`src/rtl/baseline_threshold_detector_if.sv`:
```
// Stream interface between the baseline/feature producers and the threshold
// detector. The master drives enable, baseline and feature strobes. The slave
// (the detector) returns the compare result, the alarm state and the event count.
interface baseline_threshold_detector_if #(
    parameter int FEAT_W = 25,
    parameter int BASE_W = 34,
    parameter int CNT_W  = 16
);
    logic              en;
    logic [BASE_W-1:0] base_in;
    logic              base_valid;
    logic [FEAT_W-1:0] feat_in;
    logic              feat_valid;
    logic              exceed;
    logic              dout_valid;
    logic              alarm;
    logic              alarm_onset;
    logic              base_ready;
    logic [CNT_W-1:0]  event_count;

    modport master (
        output en, base_in, base_valid, feat_in, feat_valid,
        input  exceed, dout_valid, alarm, alarm_onset, base_ready, event_count
    );

    modport slave (
        input  en, base_in, base_valid, feat_in, feat_valid,
        output exceed, dout_valid, alarm, alarm_onset, base_ready, event_count
    );
endinterface

```
`src/rtl/baseline_threshold_detector.sv`:
```
// Flags feature samples that exceed MULT x baseline and debounces the flag
// into an alarm level. The alarm rises after CONSEC consecutive exceeding
// samples and falls after CLEAR consecutive quiet samples. The baseline is
// frozen while the alarm is active, so seizure activity cannot raise it.
module baseline_threshold_detector #(
    parameter int          FEAT_W = 25,
    parameter int          BASE_W = 34,
    parameter int unsigned MULT   = 3,
    parameter int unsigned CONSEC = 4,
    parameter int unsigned CLEAR  = 8,
    parameter int          CNT_W  = 16
) (
    input logic clk,
    input logic rst,
    baseline_threshold_detector_if.slave bus
);
    localparam int TW = BASE_W + 4;  // headroom for MULT <= 15
    localparam int RW = 8;           // run counters hold 1..255

    typedef enum logic [1:0] {
        WAIT_BASE,
        MONITOR,
        CANDIDATE,
        ALARM
    } state_t;

    state_t            state, state_nxt;
    logic [BASE_W-1:0] base_reg, base_nxt;
    logic [RW-1:0]     run_cnt, run_nxt;
    logic [RW-1:0]     clr_cnt, clr_nxt;
    logic              exceed_nxt, dout_valid_nxt, alarm_nxt, onset_nxt, ready_nxt;
    logic [CNT_W-1:0]  event_nxt;

    logic signed [TW-1:0] base_ext, thr, feat_ext;
    logic                 exceed_now;

    // Signed threshold compare against the currently latched baseline.
    always_comb begin
        base_ext   = signed'({{4{base_reg[BASE_W-1]}}, base_reg});
        thr        = base_ext * $signed(TW'(MULT));
        feat_ext   = signed'({{(TW-FEAT_W){bus.feat_in[FEAT_W-1]}}, bus.feat_in});
        exceed_now = feat_ext > thr;
    end

    // Next-state logic: baseline latch, sample processing and debounce FSM.
    // NOTE: every variable gets a default first so no path can infer a latch.
    always_comb begin
        state_nxt      = state;
        base_nxt       = base_reg;
        run_nxt        = run_cnt;
        clr_nxt        = clr_cnt;
        exceed_nxt     = bus.exceed;
        dout_valid_nxt = 1'b0;
        onset_nxt      = 1'b0;
        alarm_nxt      = bus.alarm;
        ready_nxt      = bus.base_ready;
        event_nxt      = bus.event_count;

        if (!bus.en) begin
            // A baseline arriving during an alarm is dropped on purpose.
            if (bus.base_valid && state != ALARM) begin
                base_nxt  = bus.base_in;
                ready_nxt = 1'b1;
                if (state == WAIT_BASE) begin
                    state_nxt = MONITOR;
                end
            end

            // Samples before the first baseline are discarded silently.
            if (bus.feat_valid && state != WAIT_BASE) begin
                exceed_nxt     = exceed_now;
                dout_valid_nxt = 1'b1;
                case (state)
                    MONITOR, CANDIDATE: begin
                        if (exceed_now) begin
                            run_nxt = (state == MONITOR) ? RW'(1) : run_cnt + RW'(1);
                            if (run_nxt == RW'(CONSEC)) begin
                                state_nxt = ALARM;
                                alarm_nxt = 1'b1;
                                onset_nxt = 1'b1;
                                clr_nxt   = '0;
                                if (bus.event_count != '1) begin
                                    event_nxt = bus.event_count + CNT_W'(1);
                                end
                            end else begin
                                state_nxt = CANDIDATE;
                            end
                        end else begin
                            run_nxt   = '0;
                            state_nxt = MONITOR;
                        end
                    end
                    ALARM: begin
                        if (exceed_now) begin
                            clr_nxt = '0;
                        end else begin
                            clr_nxt = clr_cnt + RW'(1);
                            if (clr_nxt == RW'(CLEAR)) begin
                                state_nxt = MONITOR;
                                alarm_nxt = 1'b0;
                                run_nxt   = '0;
                            end
                        end
                    end
                    default: ;
                endcase
            end
        end
    end

    // State register with synchronous active-low reset.
    // NOTE: sequential state uses non-blocking assignments so every register
    // samples the pre-edge values regardless of statement order.
    always_ff @(posedge clk) begin
        if (!rst) begin
            state           <= WAIT_BASE;
            base_reg        <= '0;
            run_cnt         <= '0;
            clr_cnt         <= '0;
            bus.exceed      <= 1'b0;
            bus.dout_valid  <= 1'b0;
            bus.alarm       <= 1'b0;
            bus.alarm_onset <= 1'b0;
            bus.base_ready  <= 1'b0;
            bus.event_count <= '0;
        end else begin
            state           <= state_nxt;
            base_reg        <= base_nxt;
            run_cnt         <= run_nxt;
            clr_cnt         <= clr_nxt;
            bus.exceed      <= exceed_nxt;
            bus.dout_valid  <= dout_valid_nxt;
            bus.alarm       <= alarm_nxt;
            bus.alarm_onset <= onset_nxt;
            bus.base_ready  <= ready_nxt;
            bus.event_count <= event_nxt;
        end
    end
endmodule

```
`src/flat_wrapper.sv`:
```
// flat-port wrapper written by rule: the top's interface ports become plain ports
module baseline_threshold_detector_flat 
#(
    parameter int          FEAT_W = 25,
    parameter int          BASE_W = 34,
    parameter int unsigned MULT   = 3,
    parameter int unsigned CONSEC = 4,
    parameter int unsigned CLEAR  = 8,
    parameter int          CNT_W  = 16
)
  (clk, rst, bus_en, bus_base_in, bus_base_valid, bus_feat_in, bus_feat_valid, bus_exceed, bus_dout_valid, bus_alarm, bus_alarm_onset, bus_base_ready, bus_event_count);
  baseline_threshold_detector_if #(.FEAT_W(FEAT_W), .BASE_W(BASE_W), .CNT_W(CNT_W)) bus_i ();
  input logic clk;
  input logic rst;
  input wire logic [$bits(bus_i.en)-1:0] bus_en;
  input wire logic [$bits(bus_i.base_in)-1:0] bus_base_in;
  input wire logic [$bits(bus_i.base_valid)-1:0] bus_base_valid;
  input wire logic [$bits(bus_i.feat_in)-1:0] bus_feat_in;
  input wire logic [$bits(bus_i.feat_valid)-1:0] bus_feat_valid;
  output wire logic [$bits(bus_i.exceed)-1:0] bus_exceed;
  output wire logic [$bits(bus_i.dout_valid)-1:0] bus_dout_valid;
  output wire logic [$bits(bus_i.alarm)-1:0] bus_alarm;
  output wire logic [$bits(bus_i.alarm_onset)-1:0] bus_alarm_onset;
  output wire logic [$bits(bus_i.base_ready)-1:0] bus_base_ready;
  output wire logic [$bits(bus_i.event_count)-1:0] bus_event_count;
  assign bus_i.en = bus_en;
  assign bus_i.base_in = bus_base_in;
  assign bus_i.base_valid = bus_base_valid;
  assign bus_i.feat_in = bus_feat_in;
  assign bus_i.feat_valid = bus_feat_valid;
  assign bus_exceed = bus_i.exceed;
  assign bus_dout_valid = bus_i.dout_valid;
  assign bus_alarm = bus_i.alarm;
  assign bus_alarm_onset = bus_i.alarm_onset;
  assign bus_base_ready = bus_i.base_ready;
  assign bus_event_count = bus_i.event_count;
  baseline_threshold_detector #(.FEAT_W(FEAT_W), .BASE_W(BASE_W), .MULT(MULT), .CONSEC(CONSEC), .CLEAR(CLEAR), .CNT_W(CNT_W)) u_core (.clk(clk), .rst(rst), .bus(bus_i));
endmodule
```
`config.mk`:
```
export PLATFORM = sky130hd
export DESIGN_NAME = baseline_threshold_detector_flat
export DESIGN_NICKNAME = d
export VERILOG_FILES = /design/src/rtl/baseline_threshold_detector_if.sv /design/src/rtl/baseline_threshold_detector.sv /design/src/flat_wrapper.sv
export SDC_FILE = /design/constraint.sdc
export NUM_CORES = 1
export LEC_CHECK = 0
export ABC_AREA = 1
export CORE_MARGIN = 10
export CORE_UTILIZATION = 42
export CTS_BUF_LIST = sky130_fd_sc_hd__clkbuf_16
export DETAILED_ROUTE_END_ITERATION = 16
export DONT_BUFFER_PORTS = 1
export PLACE_DENSITY = 0.58
export RECOVER_POWER = 25
export SYNTH_ARGS = -nofsm -noshare
export SYNTH_HDL_FRONTEND = slang
export SYNTH_SLANG_ARGS = --single-unit
```
`constraint.sdc`:
```
create_clock -name clk -period 7.09 [get_ports clk]
set_input_delay 1.418 -clock clk [delete_from_list [all_inputs] [get_ports clk]]
set_output_delay 1.418 -clock clk [all_outputs]
set_load 0.02 [all_outputs]
```
# After elaboration in Yosys (flattened, before gate mapping)
# Cells that the tools add are included.
[word_totals] regBits=73 latch_bits=0 ram_bits=0 mem_bits_ro=0 output_inout_bits=21 elab_cells=69 n_memories=0
[classes] addsub=3 multipliers=1 div_mod_pow=0 n_lt_le_gt_ge=1 n_eq_ne=11 n_shift=0 n_mux=24 bitwise=5 reduce_logical=14
[op_table] op="8-bit two-way mux" count=7
[op_table] op="25-bit by 37-bit greater-than comparator with 1-bit output" count=1
[op_table] op="34-bit by 3-bit multiplier with 37-bit output, second input constant" count=1
[op_table] op="8-bit one-hot mux with 2 select lines" count=2
[op_table] op="16-bit by 1-bit adder with 16-bit output, second input constant" count=1
[op_table] op="8-bit by 1-bit adder with 8-bit output, second input constant" count=2
[op_table] op="16-bit != test, second input constant" count=1
[op_table] op="2-bit two-way mux" count=6
[op_table] op="5-bit AND reduction" count=2
[op_table] op="8-bit by 3-bit == test with 1-bit output, second input constant" count=1
[op_table] op="8-bit by 4-bit == test with 1-bit output, second input constant" count=1
[op_table] op="1-bit two-way mux" count=7
[op_table] op="7-bit AND reduction" count=1
[op_table] op="2-bit by 1-bit != test with 1-bit output, second input constant" count=3
[op_table] op="6-bit AND reduction" count=1
[op_table] op="1-bit NOT" count=5
[op_table] op="5-bit OR reduction" count=1
[op_table] op="2-bit == test, second input constant" count=2
[op_table] op="2-bit != test, second input constant" count=2
[op_table] op="2-bit one-hot mux with 2 select lines" count=1
[op_table] op="2-bit AND reduction" count=2
[op_table] op="2-bit nonzero test" count=2
[op_table] op="2-bit OR reduction" count=2
[op_table] op="2-bit by 1-bit == test with 1-bit output, second input constant" count=1
[op_table] op="3 further kinds" count=4

# Depth between registers and ports, before layout
# Gate-level depths: netlist (run 1).
[logic_depth] ltp_word=7 depth_mapped=32

# Worst setup path after synthesis (run 1)
# OpenSTA, ideal clock, no wires.
[synth_timing] kind="reg2reg" from="register u_core.base_reg[1]" to="register u_core.bus.event_count[10]" setup_time_ns=0.132 t_arrival_ns=4.063 slack_ns=2.895 path_stages_with_launch=28 n_path_buf=0 synth_period_minus_slack_ns=4.195 path_cell_list="dfxtp_1 -> ha_1 -> ha_1 -> fa_1 -> nand3_1 -> nand2_1 -> a21oi_1 -> o21ai_1 -> nand2_1 -> o211ai_1 -> a21oi_1 -> o21ai_1 -> nand3_1 -> nand2_1 -> ha_1 -> nand2_1 -> nor2_2 -> inv_2 -> nor3_4 -> nand2_1 -> nor2_1 -> nand2_1 -> a21oi_1 -> nor2_4 -> nand3_1 -> clkinv_1 -> nand2_1 -> a21oi_1"
[synth_via] elab_chain_cells=3
[synth_rtl] element="start: declaration" line="baseline_threshold_detector.sv:28" rtl="logic [BASE_W-1:0] base_reg, base_nxt;"
[synth_rtl] element="start signal: assignment" line="baseline_threshold_detector.sv:128" rtl="base_reg <= base_nxt;"
[synth_rtl] element="34-bit by 3-bit multiplier with 37-bit output" line="baseline_threshold_detector.sv:40" rtl="thr = base_ext * $signed(TW'(MULT));"
[synth_rtl] element="25-bit by 37-bit greater-than comparator with 1-bit output" line="baseline_threshold_detector.sv:42" rtl="exceed_now = feat_ext > thr;"
[synth_rtl] element="6-bit AND reduction (no line)"
[synth_rtl] element="end signal: assignment" line="baseline_threshold_detector.sv:136" rtl="bus.event_count <= event_nxt;"
[synth_rtl] element="end: declaration" line="baseline_threshold_detector_if.sv:28" rtl="output exceed, dout_valid, alarm, alarm_onset, base_ready, event_count"
# Every way passes these cells.
# A chain may end at the register's enable or synchronous reset.

# Worst setup path after layout (run 1)
[layout_timing] from="register u_core.base_reg[1]" to="register u_core.bus.event_count[13]"
# Same word-level chain as after synthesis.

==> results of run 1 <==
## stage by stage
stage	std cells	utilization	hold WS [ns]	setup slack [ns]	area [µm²]
floorplan	950	-	0.445	2.90	6500
global placement	1123	0.440	0.462	1.99	6680
detailed placement	1123	0.440	0.464	1.88	6680
CTS	1139	0.459	0.473	1.86	6970
global route	1139	0.458	0.497	1.30	6970
finish	1140	0.458	0.468	1.86	6970
## area by class of cell
type,count,area share
Tap cell,188,0.0338
Clock buffer,9,0.0323
Sequential cell,73,0.210
Antenna cell,1,0.000359
Inverter,115,0.0619
Timing Repair Buffer,1,0.000539
Multi-Input combinational cell,746,0.652
Clock inverter,7,0.00898
## how the worst max path moves through the flow
stage | from | end | slack, ns
6_report | u_core.base_reg[1] | u_core.bus.event_count[13] | 1.86
5_1_grt | u_core.base_reg[1] | u_core.bus.event_count[6] | 1.30
4_1_cts | u_core.base_reg[1] | u_core.bus.event_count[13] | 1.86
3_5_place_dp | u_core.base_reg[1] | u_core.bus.event_count[13] | 1.88
3_3_place_gp | u_core.base_reg[1] | u_core.bus.event_count[4] | 1.99
2_1_floorplan | u_core.base_reg[1] | u_core.bus.event_count[10] | 2.90
## cells in the final DEF, fill, tap and decap left out, types with 3 or more instances in the layout
| cell | n |
|---|---|
| xnor2_1 | 18 |
| dfxtp_1 | 73 |
| a21o_1 | 5 |
| clkbuf_16 | 9 |
| nor4_1 | 8 |
| nand3_2 | 4 |
| xor2_1 | 26 |
| nand4_1 | 13 |
| ha_1 | 109 |
| nand2_1 | 183 |
| nor3_1 | 21 |
| o21a_1 | 5 |
| nand3_1 | 36 |
| clkinv_1 | 5 |
| nor2_1 | 84 |
| o21bai_1 | 3 |
| o21ai_0 | 79 |
| a21oi_1 | 128 |
| inv_1 | 111 |
## report_power, final
part           internal (mW)  switching (mW)  total, mW  leakage, nW
Clock                  0.269           0.180      0.449        0.142
Sequential             0.427          0.0163      0.443        0.596
Combinational          0.109           0.179      0.287         2.27
Total                  0.804           0.375       1.18         3.01
## per-layer routing
layer | part of all wire | vias up | GRT usage | wire length [µm]
met2 | 0.46 | 89 | 0.285 | 7980
met5 | 0 | - | 0 | 0
met3 | 0.064 | 11 | 0.0466 | 1110
met1 | 0.46 | 2764 | 0.215 | 8020
li1 | - | 3202 | - | -
met4 | 0.0086 | 0 | 0.0372 | 149
## worst reg2reg max path: stages, from the launching register on
cell and delay, ns:
dfxtp_1 0.32, ha_1 0.29, ha_1 0.25, fa_1 0.42
nand3_1 0.09, nand2_1 0.09, a21oi_1 0.29, o21ai_1 0.22
nand2_1 0.12, o211ai_1 0.15, a21oi_1 0.24, o21ai_1 0.14
nand3_1 0.09, nand2_1 0.06, ha_1 0.35, nand2_1 0.10
nor2_2 0.14, inv_2 0.06, nor3_4 0.14, nand2_1 0.07
nor2_1 0.08, nand2_1 0.11, a21oi_1 0.26, nor2_4 0.09
nand3_1 0.33, clkinv_1 0.37, nand2_1 0.15, a21oi_1 0.07
## cells by family after synthesis
group                      count (synthesis)  synth area share
AOI/OAI and AO/OA                        232             0.189
xor gates and xnor gates                  44            0.0593
adders and majority gates                110             0.213
buffers and inverters                    131            0.0759
DFF                                       73             0.225
and+or+nand+nor                          360             0.238
==> flow_metrics.tcl, run 1 <==
set metrics [dict create \
    end_kind "register" \
    largest_reg_flops 34 \
    insertion_delay_ns 0.34 \
    synth_fp_nets 1124 \
    clockBufferDepth 2 \
    synth_ff_type "dfxtp_1" \
    syn_to_final_growth_pct 7.28 \
    num_vias 6066 \
    synthTopCellsByCount "nand2_1, a21oi_1, inv_1, ha_1, nor2_1" \
    max_cap_violations 1 \
    power_density_nw_per_um2 169 \
    slew_headroom -0.789 \
    slowest_stage "fa_1" \
    cts_tree "built" \
    avgRoutedWirePerCell_um 15.1 \
    synth_edf_count 0 \
    groute.usage.overall 0.171 \
    antenna_found_initial 2 \
    cts_hold_buf 0 \
    drc 0 \
    grt_pass1_vias 6038 \
    worst-path-max-fanout 11 \
    layout-drive-gt1-share 0.0284 \
    cts_buffers 9 \
    nets 1120 \
    skew_ns 0.00638 \
    fmax_ghz 0.191 \
    clk_pin_slew_worst_paths_ns 0.06 \
    ys_warn_count 0 \
    hold_violations 0 \
    reg2reg_from "u_core.base_reg[1]" \
    setup_violations 0 \
    cts_max_level 3 \
    place_congestion 0.935 \
    dr.pass1.iters 4 \
    worst-path-stages 27 \
    num_io_pins 85 \
    grt_max_degree 70 \
    critPathBufInv 2 \
    port_buffers 0 \
    status "complete, but fails checks" \
    clock_sinks 73 \
    fin_crit_sh 0.738 \
    rsz0062_at_grt "false" \
    netlist_top_cells_area "dfxtp_1, ha_1, nand2_1, a21oi_1, inv_1" \
    tns_ns 0 \
    wirelength_um 17300 \
    violations "capacitance limit, slew limit" \
    critical_path_class "register to register" \
    multi_input_area_um2 4550 \
    grt_pass1_wl_um 29100 \
    yosys.area.top_type "dfxtp_1" \
    tightest_slew_ns 2.68 \
    synth_area_per_cell_um2 6.84 \
    start_kind "register" \
    ys_seq_area_frac 0.225 \
    nFillCells 1642 \
    fp.dieW_um 144 \
    vdd_ir_drop_max_v 0.000108 \
    start_util 0.427 \
    power.total_mw 1.18 \
    synthArstFlopShare 0 \
    critPathMaxStageDelay_ns 0.42 \
    ys_ff_latch 73 \
    path_delay_family "simple AND/OR/NAND/NOR gates" \
    drt-initial-drc-count 292 \
    cts_root_buf "clkbuf_16" \
    post_cts_buffers 0 \
    post_cts_resized 0 \
    crit_path_frequent_cell "nand2_1" \
    min_path_cells 2 \
    reg2reg_setup_slack_ns 1.86 \
    netlist.area_leader.share 0.225 \
    core_area_um2 15200 \
    maxSlewViolCount 70 \
    p_leak_nw 3.01 \
    r2r-end "u_core.bus.event_count[13]" \
    vias_per_cell 5.32 \
    fp.dieH_um 144 \
    netlist_area_um2 6500 \
    hp-start "u_core.base_reg[1]" \
    dp_hpwl_um 13900 \
    die_area_um2 20800 \
    drtAntennaViolNets 0 \
    syn_inst 950 \
    worst_r2r_path_depth 27 \
    min_period_ns 5.23 \
    synth_cell_types 40 \
    fp-row-count 45 \
    yosysMostFrequentCell "nand2_1" \
    overflow 0 \
    cp_data_required_time_ns 7.28 \
    cp_data_arrival_time_ns 5.42 \
    seqCellArea_um2 1460 \
    min_path_type "register to register" \
    hold_end "u_core.base_reg[1]" \
]
No activity file was read; power rests on OpenSTA's default activity.
==> inputs of run 2 (changes only) <==
==> constraint.sdc (replaced) <==
create_clock -name clk -period 4.9 [get_ports clk]
set_input_delay 0.98 -clock clk [delete_from_list [all_inputs] [get_ports clk]]
set_output_delay 0.98 -clock clk [all_outputs]
set_load 0.02 [all_outputs]
==> run 2 against run 1 <==
Compared with the run above:
- the flow now finishes without violations
- first-iteration DRC count decreased by 0.34%
- critical endpoint is now u_core.run_cnt[0]
- critical path depth increased by 1
- via count about the same
==> flow_metrics.tcl, run 2 (synthesized netlist as in run 1, its figures left out) <==
set metrics [dict create \
    nets 1131 \
    worst-path-stages 28 \
    max_cap_violations 0 \
    cts_tree "built" \
    layout_common_cells "nand2_1, a21oi_1, inv_1" \
    worst-path-max-fanout 8 \
    start_util 0.427 \
    largest_reg_flops 34 \
    drc 0 \
    grt_max_degree 70 \
    power_density_nw_per_um2 249 \
    num_vias 6071 \
    syn_to_final_growth_pct 10.6 \
    vias_per_cell 5.27 \
    port_buffers 0 \
    cts_buffers 9 \
    cts_hold_buf 0 \
    reg2reg_from "u_core.base_reg[1]" \
    slew_headroom 0.418 \
    dp_hpwl_um 13700 \
    fin_crit_sh 0.916 \
    start_kind "register" \
    die_area_um2 20800 \
    busiest_layer "met2" \
    nFillCells 1623 \
    critical_path_class "register to register" \
    grt_pass1_vias 6021 \
    crit_path_frequent_cell "nand2_1" \
    met1_usage 0.210 \
    whs_ns 0.469 \
    cp_data_required_time_ns 5.15 \
    slowest_stage "fa_2" \
    status "finished, final reports clean" \
    grt_pass1_wl_um 28800 \
    dr.pass1.iters 5 \
    cp_data_arrival_time_ns 4.73 \
    clk_pin_slew_worst_paths_ns 0.06 \
    vdd_ir_drop_max_v 0.000162 \
    avgRoutedWirePerCell_um 15.1 \
    fmax_ghz 0.223 \
    crit_start "u_core.base_reg[1]" \
    setup_violations 0 \
    maxSlewViolCount 0 \
    use_met2 0.282 \
    worst_r2r_path_depth 28 \
    cts_root_buf "clkbuf_16" \
    groute.usage.overall 0.170 \
    fp.dieH_um 144 \
    fp.dieW_um 144 \
    cts_max_level 3 \
    clockBufferDepth 2 \
    place_congestion 0.892 \
    reg2reg_setup_slack_ns 0.41 \
    power.total_mw 1.79 \
    skew_ns 0.0115 \
    clock_sinks 73 \
    num_io_pins 85 \
    fp-row-count 45 \
    overflow 0 \
    final_common_cell "nand2_1" \
    antenna_found_initial 2 \
    setup.worst_path.end "u_core.run_cnt[0]" \
    min_path_type "register to register" \
    insertion_delay_ns 0.34 \
    layout-drive-gt1-share 0.0634 \
    hold_violations 0 \
    end_kind "register" \
    p_leak_nw 3.09 \
    min_period_ns 4.49 \
    r2r-end "u_core.run_cnt[0]" \
    path_delay_family "simple AND/OR/NAND/NOR gates" \
    critPathMaxStageDelay_ns 0.37 \
    tightest_slew_ns 0.868 \
    drtAntennaViolNets 0 \
    wirelength_um 17400 \
    post-route-util 0.473 \
    grt_util_met3 0.0502 \
    drt-initial-drc-count 291 \
    core_area_um2 15200 \
    critPathBufInv 1 \
]
==> run 2: changes by cell type in the layout (fill, tap and decap cells not counted), sizes merged <==
cell,delta
buf,+12
clkinv,-2
bufinv,+1
clkbuf,-1
inv,+1
==> run 2: how the worst min path moves through the flow <==
stage	start	to	slack (ns)	depth (start not counted)
floorplan	u_core.base_reg[10]	u_core.base_reg[10]	0.44	2
global placement	u_core.base_reg[21]	u_core.base_reg[21]	0.46	2
detailed placement	u_core.base_reg[8]	u_core.base_reg[8]	0.46	2
CTS	u_core.base_reg[8]	u_core.base_reg[8]	0.47	2
global route	u_core.base_reg[14]	u_core.base_reg[14]	0.50	2
finish	u_core.base_reg[8]	u_core.base_reg[8]	0.47	2
==> run 2: tightest hold or removal path: cells and delay by family, from the launching register on <==
| family | cells | cell delay (ns) |
|---|---|---|
| compound gates | 1 | 0.05 |
| buf+inv | 1 | 0.05 |
| flops | 1 | 0.32 |
==> run 2: per-stage QoR <==
stage	cells	TNS, ns	setup slack [ns]	cell area [µm²]
floorplan	950	0	0.705	6500
global placement	1126	-0.595	-0.0627	6710
detailed placement	1126	-0.654	-0.0744	6710
CTS	1142	0	0.0600	7030
global route	1150	-0.406	-0.0442	7180
finish	1151	0	0.414	7180
==> run 2: final cells by class <==
class | count | area (µm²) | area share
diodes | 1 | 2.50 | 0.000348
well taps | 188 | 235 | 0.0327
clock buffers | 9 | 225 | 0.0313
clock inverters | 7 | 92.6 | 0.0129
inverters | 115 | 433 | 0.0603
multi-input cells | 746 | 4640 | 0.646
flip-flops and latches | 73 | 1460 | 0.204
repair buffers | 12 | 90.1 | 0.0125
==> run 2: timing repair <==
| action | in CTS | in global routing |
|---|---|---|
| endpoints found under the setup margin | 24 | 37 |
| setup buffers | 0 | 8 |
| pin swaps | 0 | 10 |
| endpoints found under the hold margin | 0 | 0 |
| gates resized for setup | 2 | 27 |
==> run 2: layer usage <==
layer  up-vias  wire length (µm)
met5         -                18
met4         2               202
met3        18              1060
met2        83              8020
met1      2736              8060
li1       3232                 -
==> run 2: power by group <==
| group | internal (mW) | switching [mW] | leakage [nW] | total (mW) |
|---|---|---|---|---|
| sequential | 0.618 | 0.0244 | 0.596 | 0.642 |
| clock | 0.445 | 0.267 | 0.151 | 0.712 |
| combinational | 0.165 | 0.268 | 2.34 | 0.433 |
